==> src/rtl/spi_pkg.sv <==
// Shared SPI frame constants and master FSM state encoding.
// The slave side may import FRAME_BITS as well.
package spi_pkg;
  localparam int FRAME_BITS = 32;

  typedef enum logic [2:0] {
    IDLE,
    LEAD,
    SHIFT,
    TRAIL,
    DONE
  } spi_state_t;
endpackage

==> src/rtl/spi_master_tx_if.sv <==
// Request/response and SPI pin bundle for spi_master_tx.
// A frame is accepted on a clk edge with start=1 and ready=1; done pulses one cycle with rx_data valid.
interface spi_master_tx_if;
  import spi_pkg::*;

  logic                  start;
  logic [FRAME_BITS-1:0] tx_data;
  logic                  ready;
  logic [FRAME_BITS-1:0] rx_data;
  logic                  done;
  logic                  sck;
  logic                  sdo;
  logic                  sdi;
  logic                  ss_n;
  spi_state_t            state;

  modport master (
    input  start, tx_data, sdi,
    output ready, rx_data, done, sck, sdo, ss_n, state
  );

  modport slave (
    output start, tx_data, sdi,
    input  ready, rx_data, done, sck, sdo, ss_n, state
  );
endinterface

==> src/rtl/spi_clk_gen.sv <==
// Half-period divider: one-cycle tick at terminal count while enabled.
module spi_clk_gen #(
  parameter int HALF_PERIOD = 4
) (
  input  logic clk,
  input  logic reset,
  input  logic en,
  input  logic clear,
  output logic tick
);
  localparam int DW = (HALF_PERIOD > 1) ? $clog2(HALF_PERIOD) : 1;
  localparam logic [DW-1:0] TERM = DW'(HALF_PERIOD - 1);

  logic [DW-1:0] div;

  always_ff @(posedge clk or posedge reset) begin
    if (reset) begin
      div <= '0;
    end else if (clear) begin
      div <= '0;
    end else if (en) begin
      div <= (div == TERM) ? '0 : div + DW'(1);
    end
  end

  assign tick = en && (div == TERM);
endmodule

==> src/rtl/spi_master_tx.sv <==
// Mode-0 SPI master: one 32-bit full-duplex frame per accepted request, MSB first.
// All outputs are registered except sdo, which is the MSB of the transmit shifter.
module spi_master_tx
  import spi_pkg::*;
#(
  parameter int HALF_PERIOD = 4
) (
  input  logic            clk,
  input  logic            reset,
  spi_master_tx_if.master bus
);
  spi_state_t            state, state_next;
  logic                  tick, accept, rise, fall;
  logic                  sck_q, ss_n_q, ready_q, done_q;
  logic [FRAME_BITS-1:0] tx_shift, rx_shift, rx_q;
  logic [5:0]            bit_cnt;

  spi_clk_gen #(.HALF_PERIOD(HALF_PERIOD)) u_clk_gen (
    .clk   (clk),
    .reset (reset),
    .en    (state != IDLE && state != DONE),
    .clear (accept),
    .tick  (tick)
  );

  always_ff @(posedge clk or posedge reset) begin
    if (reset) state <= IDLE;
    else       state <= state_next;
  end

  // The LEAD terminal count is the first rising edge; SHIFT alternates fall/rise from there.
  always_comb begin
    state_next = state;
    accept     = 1'b0;
    rise       = 1'b0;
    fall       = 1'b0;
    case (state)
      IDLE: begin
        if (bus.start && ready_q) begin
          accept     = 1'b1;
          state_next = LEAD;
        end
      end
      LEAD: begin
        if (tick) begin
          rise       = 1'b1;
          state_next = SHIFT;
        end
      end
      SHIFT: begin
        if (tick) begin
          rise = !sck_q;
          fall = sck_q;
          if (sck_q && bit_cnt == 6'(FRAME_BITS - 1)) state_next = TRAIL;
        end
      end
      TRAIL: begin
        if (tick) state_next = DONE;
      end
      DONE:    state_next = IDLE;
      default: state_next = IDLE;
    endcase
  end

  always_ff @(posedge clk or posedge reset) begin
    if (reset) begin
      sck_q    <= 1'b0;
      ss_n_q   <= 1'b1;
      ready_q  <= 1'b1;
      done_q   <= 1'b0;
      tx_shift <= '0;
      rx_shift <= '0;
      rx_q     <= '0;
      bit_cnt  <= '0;
    end else begin
      ready_q <= (state_next == IDLE);
      ss_n_q  <= (state_next == IDLE) || (state_next == DONE);
      done_q  <= (state_next == DONE);
      if (accept) begin
        tx_shift <= bus.tx_data;
        bit_cnt  <= '0;
      end
      if (rise) begin
        sck_q    <= 1'b1;
        rx_shift <= {rx_shift[FRAME_BITS-2:0], bus.sdi};
      end
      if (fall) begin
        sck_q    <= 1'b0;
        tx_shift <= {tx_shift[FRAME_BITS-2:0], 1'b0};
        bit_cnt  <= bit_cnt + 6'd1;
      end
      if (state_next == DONE) begin
        rx_q  <= rx_shift;
        sck_q <= 1'b0;
      end
    end
  end

  assign bus.ready   = ready_q;
  assign bus.done    = done_q;
  assign bus.rx_data = rx_q;
  assign bus.sck     = sck_q;
  assign bus.ss_n    = ss_n_q;
  assign bus.sdo     = tx_shift[FRAME_BITS-1];
  assign bus.state   = state;
endmodule

==> src/flat_wrapper.sv <==
// flat-port wrapper written by rule: the top's interface ports become plain ports
module spi_master_tx_flat import spi_pkg::*;
#(
  parameter int HALF_PERIOD = 4
)
  (clk, reset, bus_start, bus_tx_data, bus_sdi, bus_ready, bus_rx_data, bus_done, bus_sck, bus_sdo, bus_ss_n, bus_state);
  spi_master_tx_if bus_i ();
  input  logic clk;
  input  logic reset;
  input wire logic [$bits(bus_i.start)-1:0] bus_start;
  input wire logic [$bits(bus_i.tx_data)-1:0] bus_tx_data;
  input wire logic [$bits(bus_i.sdi)-1:0] bus_sdi;
  output wire logic [$bits(bus_i.ready)-1:0] bus_ready;
  output wire logic [$bits(bus_i.rx_data)-1:0] bus_rx_data;
  output wire logic [$bits(bus_i.done)-1:0] bus_done;
  output wire logic [$bits(bus_i.sck)-1:0] bus_sck;
  output wire logic [$bits(bus_i.sdo)-1:0] bus_sdo;
  output wire logic [$bits(bus_i.ss_n)-1:0] bus_ss_n;
  output wire logic [$bits(bus_i.state)-1:0] bus_state;
  assign bus_i.start = bus_start;
  assign bus_i.tx_data = bus_tx_data;
  assign bus_i.sdi = bus_sdi;
  assign bus_ready = bus_i.ready;
  assign bus_rx_data = bus_i.rx_data;
  assign bus_done = bus_i.done;
  assign bus_sck = bus_i.sck;
  assign bus_sdo = bus_i.sdo;
  assign bus_ss_n = bus_i.ss_n;
  assign bus_state = bus_i.state;
  spi_master_tx #(.HALF_PERIOD(HALF_PERIOD)) u_core (.clk(clk), .reset(reset), .bus(bus_i));
endmodule
==> config.mk <==
export PLATFORM = sky130hd
export DESIGN_NAME = spi_master_tx_flat
export DESIGN_NICKNAME = d
export VERILOG_FILES = /design/src/rtl/spi_pkg.sv /design/src/rtl/spi_master_tx_if.sv /design/src/rtl/spi_clk_gen.sv /design/src/rtl/spi_master_tx.sv /design/src/flat_wrapper.sv
export SDC_FILE = /design/constraint.sdc
export NUM_CORES = 1
export LEC_CHECK = 0
export BUFFER_PORTS_ARGS = -buffer_cell sky130_fd_sc_hd__buf_2
export CELL_PAD_IN_SITES_DETAIL_PLACEMENT = 1
export CELL_PAD_IN_SITES_GLOBAL_PLACEMENT = 2
export CORE_MARGIN = 3
export CORE_UTILIZATION = 42
export DETAILED_ROUTE_END_ITERATION = 12
export GPL_ROUTABILITY_DRIVEN = 0
export PLACE_DENSITY = 0.92
export RECOVER_POWER = 100
export SLEW_MARGIN = 20
export SYNTH_ARGS = -nofsm -noshare
export SYNTH_HDL_FRONTEND = slang
export SYNTH_SLANG_ARGS = --single-unit
==> constraint.sdc <==
create_clock -name clk -period 11.1 [get_ports clk]
set_clock_uncertainty 0.05 [all_clocks]
set_input_delay 3.33 -clock clk [delete_from_list [all_inputs] [get_ports clk]]
set_output_delay 3.33 -clock clk [all_outputs]
set_load 0.005 [all_outputs]
# ---- Word-level counts from Yosys, hierarchy flattened
# Index checks and enable logic that the tools add are counted.
dict set report word_totals {
  rom_bits 0
  output_inout_bits 40
  latchBits 0
  register_bits 111
  input_bits 36
  ramBits 0
  mem_count 0
}
dict set report classes {
  n_lt_le_gt_ge 0
  n_eq_ne 7
  multipliers 0
  bitwise 0
  reduce_logical 12
  n_shift 0
  add_sub_neg 2
  div 0
  n_mux 23
}
# operator count
set ops {}
lappend ops {{2-to-1 mux 32 bit} 2}
lappend ops {{2-to-1 mux 3 bit} 5}
lappend ops {{2-to-1 mux 6 bit} 2}
lappend ops {{case mux 3 bit (4 select lines)} 1}
lappend ops {{2-to-1 mux 1 bit} 9}
lappend ops {{adder 6 x 1 -> 6 bit, second input constant} 1}
lappend ops {{== test 3 x 2 -> 1 bit, second input constant} 2}
lappend ops {{== test 6 x 5 -> 1 bit, second input constant} 1}
lappend ops {{zero test 3 bit} 2}
lappend ops {{2-to-1 mux 2 bit} 3}
lappend ops {{nonzero test 3 bit} 2}
lappend ops {{logical AND 1 bit} 4}
lappend ops {{nonzero test 2 bit} 2}
lappend ops {{== test 3 x 1 -> 1 bit, second input constant} 1}
lappend ops {{== test 3 bit, second input constant} 1}
lappend ops {{inequality test 3 bit, second input constant} 1}
lappend ops {{adder 2 x 1 -> 2 bit, second input constant} 1}
lappend ops {{== test 2 bit, second input constant} 1}
lappend ops {{case mux 1 bit (2 select lines)} 1}
lappend ops {{zero test 1 bit} 1}
lappend ops {{logical OR 1 bit} 1}

# ---- Depth between registers and ports, before layout
# Gate-level depths: netlist of the first run.
dict set report depth {
  depth_word 8
  ltp_mapped 6
  ltp_nobuf 5
}

# ---- Cells and area by module
# Synthesis of the first run repeated with hierarchy kept, for this count alone.
dict set report unflattened {
  cells_unflattened 372
  hier_area_um2 4476.8
}
# mod area_per_inst_um2 n_inst cells_each seq_area_each_um2
set modules_own_cells {}
lappend modules_own_cells {spi_master_tx 4366.7 1 362 2730.1}
lappend modules_own_cells {spi_clk_gen 110.1 1 10 50.0}

# ---- Worst setup path after synthesis of the first run
# Ideal clock, no wire load.
dict set report synth_path {
  kind {in2reg}
  start {in bus_start}
  end {reg u_core.tx_shift[10]}
  setup_ns 0.126
  path_stages 5
  required_time_ns 10.924
  t_arrival_ns 4.254
  path_slack_ns 6.670
  n_path_buf 2
  path_cell_list {and3b_1 clkbuf_1 a22oi_4 buf_4 a221o_1}
}
dict set report synth_between {
  elab_chain_cells 4
}
# element line
set synth_rtl {}
lappend synth_rtl {{start, declared} flat_wrapper.sv:10} ;# input wire logic [$bits(bus_i.start)-1:0] bus_start;
lappend synth_rtl {{logical AND 1 bit} spi_master_tx.sv:39} ;# if (bus.start && ready_q) begin
lappend synth_rtl {{2-to-1 mux 1 bit} spi_master_tx.sv:39}
lappend synth_rtl {{2-to-1 mux 1 bit} spi_master_tx.sv:37} ;# case (state)
lappend synth_rtl {{nonzero test 2 bit (no line)} -}
lappend synth_rtl {{end signal, assigned} spi_master_tx.sv:80} ;# tx_shift <= bus.tx_data;
lappend synth_rtl {{end signal, assigned} spi_master_tx.sv:89} ;# tx_shift <= {tx_shift[FRAME_BITS-2:0], 1'b0};
lappend synth_rtl {{end, declared} spi_master_tx.sv:15} ;# logic [FRAME_BITS-1:0] tx_shift, rx_shift, rx_q;
# No other way between the ends.
# A chain may end at the register's enable or synchronous reset.

# ---- Worst setup path after layout of the first run
dict set report layout_path {
  start {in bus_start}
  end {reg u_core.bit_cnt[0]}
}
dict set report layout_between {
  elab_chain_cells 4
}
# element line
set layout_rtl {}
lappend layout_rtl {{logical AND 1 bit} spi_master_tx.sv:39}
lappend layout_rtl {{2-to-1 mux 1 bit} spi_master_tx.sv:39}
lappend layout_rtl {{2-to-1 mux 1 bit} spi_master_tx.sv:37}
lappend layout_rtl {{nonzero test 2 bit (no line)} -}
lappend layout_rtl {{end signal, assigned} spi_master_tx.sv:90} ;# bit_cnt <= bit_cnt + 6'd1;
lappend layout_rtl {{end, declared} spi_master_tx.sv:16} ;# logic [5:0] bit_cnt;
# No other way between the ends.

==> out/results.txt, run 1 <==
Buf/Inv on CP: 1
Status: finished, violations left
H-Tree Level Count: 3
Hold Crit Start: u_core.bus.rx_data[25]
Layout cells sized above 1: 0.204
Asr flop ratio synth: 1.00
Synthesized instance count: 320
Clock Path Buffers: 2
Storage element area: 0.00278 mm²
Hold Path Class: register to register
Yosys cell types: 38
Drt wl/cell: 17.9 µm
Lkg Pwr: 2.78 nW
HPWL Detailed: 6320 µm
Failing checks: capacitance limit, slew limit
Top delay family on crit path: compound AO/OA/AOI/OAI gates
Worst-Skew Late Latency: 0.37 ns
Mapped Area: 0.00454 mm²
First-pass GRT wire length: 15400 µm
Vias: 2877
R2R Path End: u_core.bus.sck
Reg2Reg Setup Slack: 6.25 ns
Initial DRC Count: 122
Crit-path cells: clkbuf_1 > and3b_1 > a22oi_1 > mux2_2
Power Density: 127 mW/mm²
Critical Path Max Stage Delay: 2.21 ns
CTS Root Cell: clkbuf_8
Final Max Tran Viols: 117
Critical path arrival: 6.54 ns
Max-Cap Viols: 4
Die width: 110 µm
Post-Route Setup TNS: 0 ns
CP required: 11.34 ns
Initial antenna violation count: 0
Worst hold stages: 1
Port Buf Inserts: 75
Crit. End Element: register
Hold path endpoint: u_core.bus.rx_data[25]
Slew @ Worst Pin: 4.64 ns
Slew margin rel.: -2.13
FMAX: 0.159 GHz
Final Cycle Share: 0.567
# resized after CTS: 0
Routed WL: 9430 µm
Initial Util: 0.436
Vias in the first global route: 3075
CP Class: primary input to register
Net count after synthesis: 358
Setup Fix Bufs, Post-CTS: 0
Multi-input gate area: 0.00162 mm²
Largest net degree at the start of global routing: 69
Max VDD drop: 0.0713 mV
Core area: 0.0104 mm²
Final ANT Viol Nets: 0
Crit path launch: bus_start
Area Growth Syn to Fin: 13.4%
Total power: 0.000652 W
Clock transition at path regs: 0.10 ns
Final setup violation count: 0
RR Startpoint: u_core.bus.state[0]
Maximum fanout along the worst path: 37
R2R depth: 3
Top FF cell, synth: dfrtp_1
Avg Cell Area, Syn: 14.2 µm²
Register area share after synthesis: 0.613
EDFF count, synth: 0
Remaining Overflow, GRT: 0
CP max stage cell: a22oi_1
Hold Vio Cnt, Final: 0
DRT Pass-1 Iters: 4
Residual DRC: 0
RSZ-0062 raised after global routing: no
Antenna Cells: 0
Startpoint Class: primary input
Die area: 0.0121 mm²
TritonCTS clock tree: done
Post-CTS Hold Fix Bufs: 0
Number of synthesized register bits: 111
Fillers: 1098
Total CTS buffers: 9
Vias per cell: 5.45
Tot GR Track Use: 0.163
Sink Count: 111
Die height: 110 µm
Tmin final: 6.30 ns
Top Ports: 76
Fin nets: 425
Yosys warning count: 0
# rows: 37
## worst max-delay path by stage
stage                   endpoint  cells past startpoint  slack, ns
4_1_cts        u_core.bit_cnt[2]                      4       6.12
5_1_grt        u_core.bit_cnt[0]                      4       4.44
3_3_place_gp   u_core.bit_cnt[2]                      4       5.81
2_1_floorplan  u_core.bit_cnt[0]                      1       4.79
6_report       u_core.bit_cnt[0]                      4       4.80
3_5_place_dp   u_core.bit_cnt[2]                      4       5.73
## cell families (layout without fill, tap and decap cells)
logic type,count (synthesis),count (layout),synth area share
mux,65,65,0.161
flops,111,111,0.613
simple gates,68,68,0.0924
compound gates,47,47,0.0990
fa+ha+maj,2,2,0.00551
buf+inv,27,99,0.0292
## cell usage after synthesis (3+ instances only)
cell	instances	area, µm²
dfrtp_1	109	2730
mux2_1	64	721
a221o_1	34	340
and3_1	31	194
clkbuf_1	8	30.0
buf_2	7	35.0
buf_4	6	45.0
inv_1	5	18.8
nand3_1	5	25.0
nor4_1	5	31.3
a21oi_1	4	20.0
nor2b_1	4	25.0
nand2_1	3	11.3
nand3b_1	3	22.5
nor2_1	3	11.3
## through the flow
| stage | instances | setup WS [ns] | utilization | hold slack [ns] | instance area, µm² |
|---|---|---|---|---|---|
| floorplan | 320 | 4.79 | - | 0.410 | 4540 |
| global placement | 512 | 5.81 | 0.480 | 0.417 | 5000 |
| detailed placement | 512 | 5.73 | 0.480 | 0.425 | 5000 |
| CTS | 528 | 6.12 | 0.499 | 0.447 | 5190 |
| global route | 528 | 4.44 | 0.494 | 0.466 | 5140 |
| finish | 528 | 4.80 | 0.494 | 0.440 | 5140 |
## worst reg2reg max path: cells and delay by family (launching register included)
family / cells / cell delay, ns
flip-flops: 1 / 0.56
AND/OR/NAND/NOR: 1 / 0.22
AO/OA/AOI/OAI: 2 / 3.74
## sequential cells by signal (all words and copies together), names as in the netlist
| signal | count |
|---|---|
| u_core.bus.done | 1 |
| u_core.bit_cnt | 6 |
| u_core.tx_shift | 32 |
| u_core.rx_shift | 32 |
| u_core.bus.ready | 1 |
| u_core.bus.ss_n | 1 |
| u_core.u_clk_gen.div | 2 |
| u_core.bus.rx_data | 32 |
| u_core.bus.sck | 1 |
| u_core.bus.state | 3 |
## layout make-up
class                           instances  area share
Sequential cell                       111       0.540
Clock inverter                          6      0.0102
Inverter                                6     0.00462
Tap cell                              136      0.0331
Timing Repair Buffer                   77      0.0710
Clock buffer                           10      0.0268
Multi-Input combinational cell        182       0.314
## report_power, final
group | internal, W | switching (W) | total, W
Sequential | 0.000406 | 0.00000117 | 0.000407
Combinational | 0.00000532 | 0.00000972 | 0.0000150
Clock | 0.0000915 | 0.000138 | 0.000230
Total | 0.000502 | 0.000149 | 0.000652
## layer usage
layer,track usage,up-vias,part of all wire
met4,0.0419,0,0.014
met1,0.202,1489,0.42
met3,0.0423,10,0.038
li1,-,1327,-
met2,0.283,51,0.53
met5,0,-,0
## layout by cell type (no fill, tap or decap), drive strengths merged, types with 2 or more instances in the layout
cell and count:
a21oi 4, a221o 34, and2 2, and3 31, and3b 2, buf 57
clkbuf 30, clkinv 3, dfrtp 109, dfstp 2, ha 2, inv 8
mux2 65, nand2 4, nand2b 2, nand3 5, nand3b 3, nor2 3
nor2b 4, nor3 2, nor4 5, o21ai 2, or2 2
Power figures use the tool's default switching activity.
==> run 2, diff against run 1 <==
--- a/config.mk
+++ b/config.mk
@@ -9,10 +9,10 @@
 export CELL_PAD_IN_SITES_DETAIL_PLACEMENT = 1
 export CELL_PAD_IN_SITES_GLOBAL_PLACEMENT = 2
 export CORE_MARGIN = 3
-export CORE_UTILIZATION = 42
+export CORE_UTILIZATION = 35
 export DETAILED_ROUTE_END_ITERATION = 12
 export GPL_ROUTABILITY_DRIVEN = 0
-export PLACE_DENSITY = 0.92
+export PLACE_DENSITY = 0.82
 export RECOVER_POWER = 100
 export SLEW_MARGIN = 20
 export SYNTH_ARGS = -nofsm -noshare
==> constraint.sdc (replaced) <==
create_clock -name clk -period 5.5 [get_ports clk]
set_clock_uncertainty 0.05 [all_clocks]
set_input_delay 1.65 -clock clk [delete_from_list [all_inputs] [get_ports clk]]
set_output_delay 1.65 -clock clk [all_outputs]
set_load 0.005 [all_outputs]
==> run 2 against run 1 <==
Cell count up 6.1%. Clock power rose to 2.9 times the previous value. Power grew 130%. Sequential cell count unchanged. Largest power group unchanged. Critical endpoint unchanged. Sequential share of layout area shrank 1.6 points. Global-route usage decreased by 2.7 points. Count of clock-buffer cells in the layout is 1 lower. Setup slack worse by 3.0 ns. Hold slack got worse by 0.0047 ns. The flow still finishes with violations (capacitance limit, slew limit). Routed wire length down 3.4%. Critical path type unchanged. Combinational power is 99% higher. Critical path depth did not move.
==> out/results.txt, run 2 (synthesis results as in run 1) <==
Cell area after layout: 0.00531 mm² (+3.1%)
Slew margin rel.: -0.958 (+1.17)
Crit. End Element: register
Layout cells sized above 1: 0.207 (+0.00255)
Die height: 120 µm (+9.0%)
RSZ-0062 raised after global routing: no
TritonCTS clock tree: done
Commonest cells after routing, fill and taps aside: 109 x dfrtp_1, 64 x mux2_1, 56 x buf_2
Routed WL: 9110 µm (-3.4%)
Tot GR Track Use: 0.136 (-0.0271)
Final ANT Viol Nets: 0 (unchanged)
DRT Pass-1 Iters: 4 (unchanged)
Clock Path Buffers: 2 (unchanged)
Placed Area: 0.00504 mm² (+0.80%)
H-Tree Level Count: 3 (unchanged)
Drt wl/cell: 16.3 µm (-8.9%)
Initial Util: 0.367 (-0.0686)
Residual DRC: 0 (unchanged)
Hold Path Class: register to register
Lkg Pwr: 2.83 nW (+1.9%)
Net switching power: 0.000327 W (+120%)
Non-Filler Instances: 560 (+6.1%)
Maximum fanout along the worst path: 37 (unchanged)
Slew @ Worst Pin: 2.92 ns (-1.73 ns)
Worst-Skew Late Latency: 0.35 ns (-0.02 ns)
Die width: 120 µm (+9.0%)
Status: finished, violations left
Commonest non-fill, non-tap cell in the layout: dfrtp_1
Initial antenna violation count: 0 (unchanged)
First-pass GRT wire length: 15500 µm (+0.36%)
Tmin final: 3.69 ns
Post-Route Setup TNS: 0 ns (unchanged)
Power Density: 286 mW/mm² (+130%)
Final Max Tran Viols: 102 (-13%)
Sw Ratio: 0.216 (-0.0131)
Total CTS buffers: 9 (unchanged)
Initial DRC Count: 159 (+30%)
Vias per cell: 5.09 (-6.5%)
Antenna Cells: 0 (unchanged)
Core area: 0.0124 mm² (+19%)
# resized after CTS: 0 (unchanged)
Top Ports: 76 (unchanged)
Clock transition at path regs: 0.07 ns (-0.03 ns)
Post-CTS Hold Fix Bufs: 0 (unchanged)
CP required: 5.74 ns (-5.60 ns)
FMAX: 0.271 GHz
Vias in the first global route: 3127 (+1.7%)
Max-Cap Viols: 2 (-2)
Setup Fix Bufs, Post-CTS: 0 (unchanged)
Area Growth Syn to Fin: 16.9%
Port Buf Inserts: 75 (unchanged)
# rows: 40 (+8.1%)
Final setup violation count: 0 (unchanged)
Remaining Overflow, GRT: 0 (unchanged)
Reg2Reg Setup Slack: 1.97 ns (-4.28 ns)
Clk network pwr share: 0.439 (+0.086)
Vias: 2853 (-0.83%)
Failing checks: capacitance limit, slew limit
Total power: 0.00151 W (+130%)
Flop pwr share: 0.542 (-0.082)
Final Cycle Share: 0.671
Sink Count: 111 (unchanged)
Startpoint Class: primary input
Dpl cells: 544 (+6.3%)
HPWL Detailed: 5950 µm (-5.8%)
Fin nets: 425 (unchanged)
Hold slack: 0.435 ns (-0.00475 ns)
CP Class: primary input to register
Largest net degree at the start of global routing: 83 (+20%)
Critical path arrival: 3.93 ns (-2.61 ns)
Comb power frac: 0.020 (-0.003)
P_int: 0.00119 W (+140%)
CTS Root Cell: clkbuf_16
Hold Vio Cnt, Final: 0 (unchanged)
Die area: 0.0144 mm² (+19%)
Max VDD drop: 0.118 mV (+66%)
[run 2: worst paths after layout]
check | startpoint | to | cells past startpoint
worst max-delay path | bus_start | u_core.bit_cnt[0] | 4
worst min-delay path | u_core.bus.rx_data[22] | u_core.bus.rx_data[22] | 1
worst max register to register | u_core.bus.state[0] | u_core.rx_shift[14] | 3
worst min register to register | u_core.bus.rx_data[22] | u_core.bus.rx_data[22] | 1
max in group asynchronous | reset | u_core.tx_shift[19] | 3
min in group asynchronous | reset | u_core.rx_shift[6] | 2
[run 2: cell type report]
| cell class | count | area (µm²) |
|---|---|---|
| Timing Repair Buffer | 77 | 363 |
| Tap cell | 168 | 210 |
| Fill cell | 1323 | 7060 |
| Clock inverter | 7 | 78.8 |
| Multi-Input combinational cell | 182 | 1620 |
| Clock buffer | 9 | 225 |
| Sequential cell | 111 | 2780 |
| Inverter | 6 | 27.5 |
[run 2: metal layers]
layer	routed length, µm	track usage	up-vias
li1	-	-	1336
met1	4150	0.171	1458
met2	4490	0.226	46
met3	258	0.0245	13
met4	212	0.0687	0
met5	0	0	-
[run 2: critical path: stages]
cell	delay, ns
clkbuf_1	0.09
and3b_1	0.47
a22oi_2	1.36
mux2_2	0.34
[run 2: power by group through the flow]
stage               Clock [W]  Sequential (W)  Combinational, W
global placement            0        0.000836         0.0000308
detailed placement          0        0.000837         0.0000319
finish               0.000665        0.000821         0.0000298
floorplan                   0        0.000836         0.0000140
global route         0.000733        0.000821         0.0000351
CTS                  0.000691        0.000820         0.0000320
[run 2: stage by stage]
step | utilization | setup WS [ns]
after floorplan | - | 0.873
after global placement | 0.408 | 1.95
after detailed placement | 0.408 | 1.84
after CTS | 0.433 | 2.22
after global routing | 0.429 | 1.53
final | 0.429 | 1.81
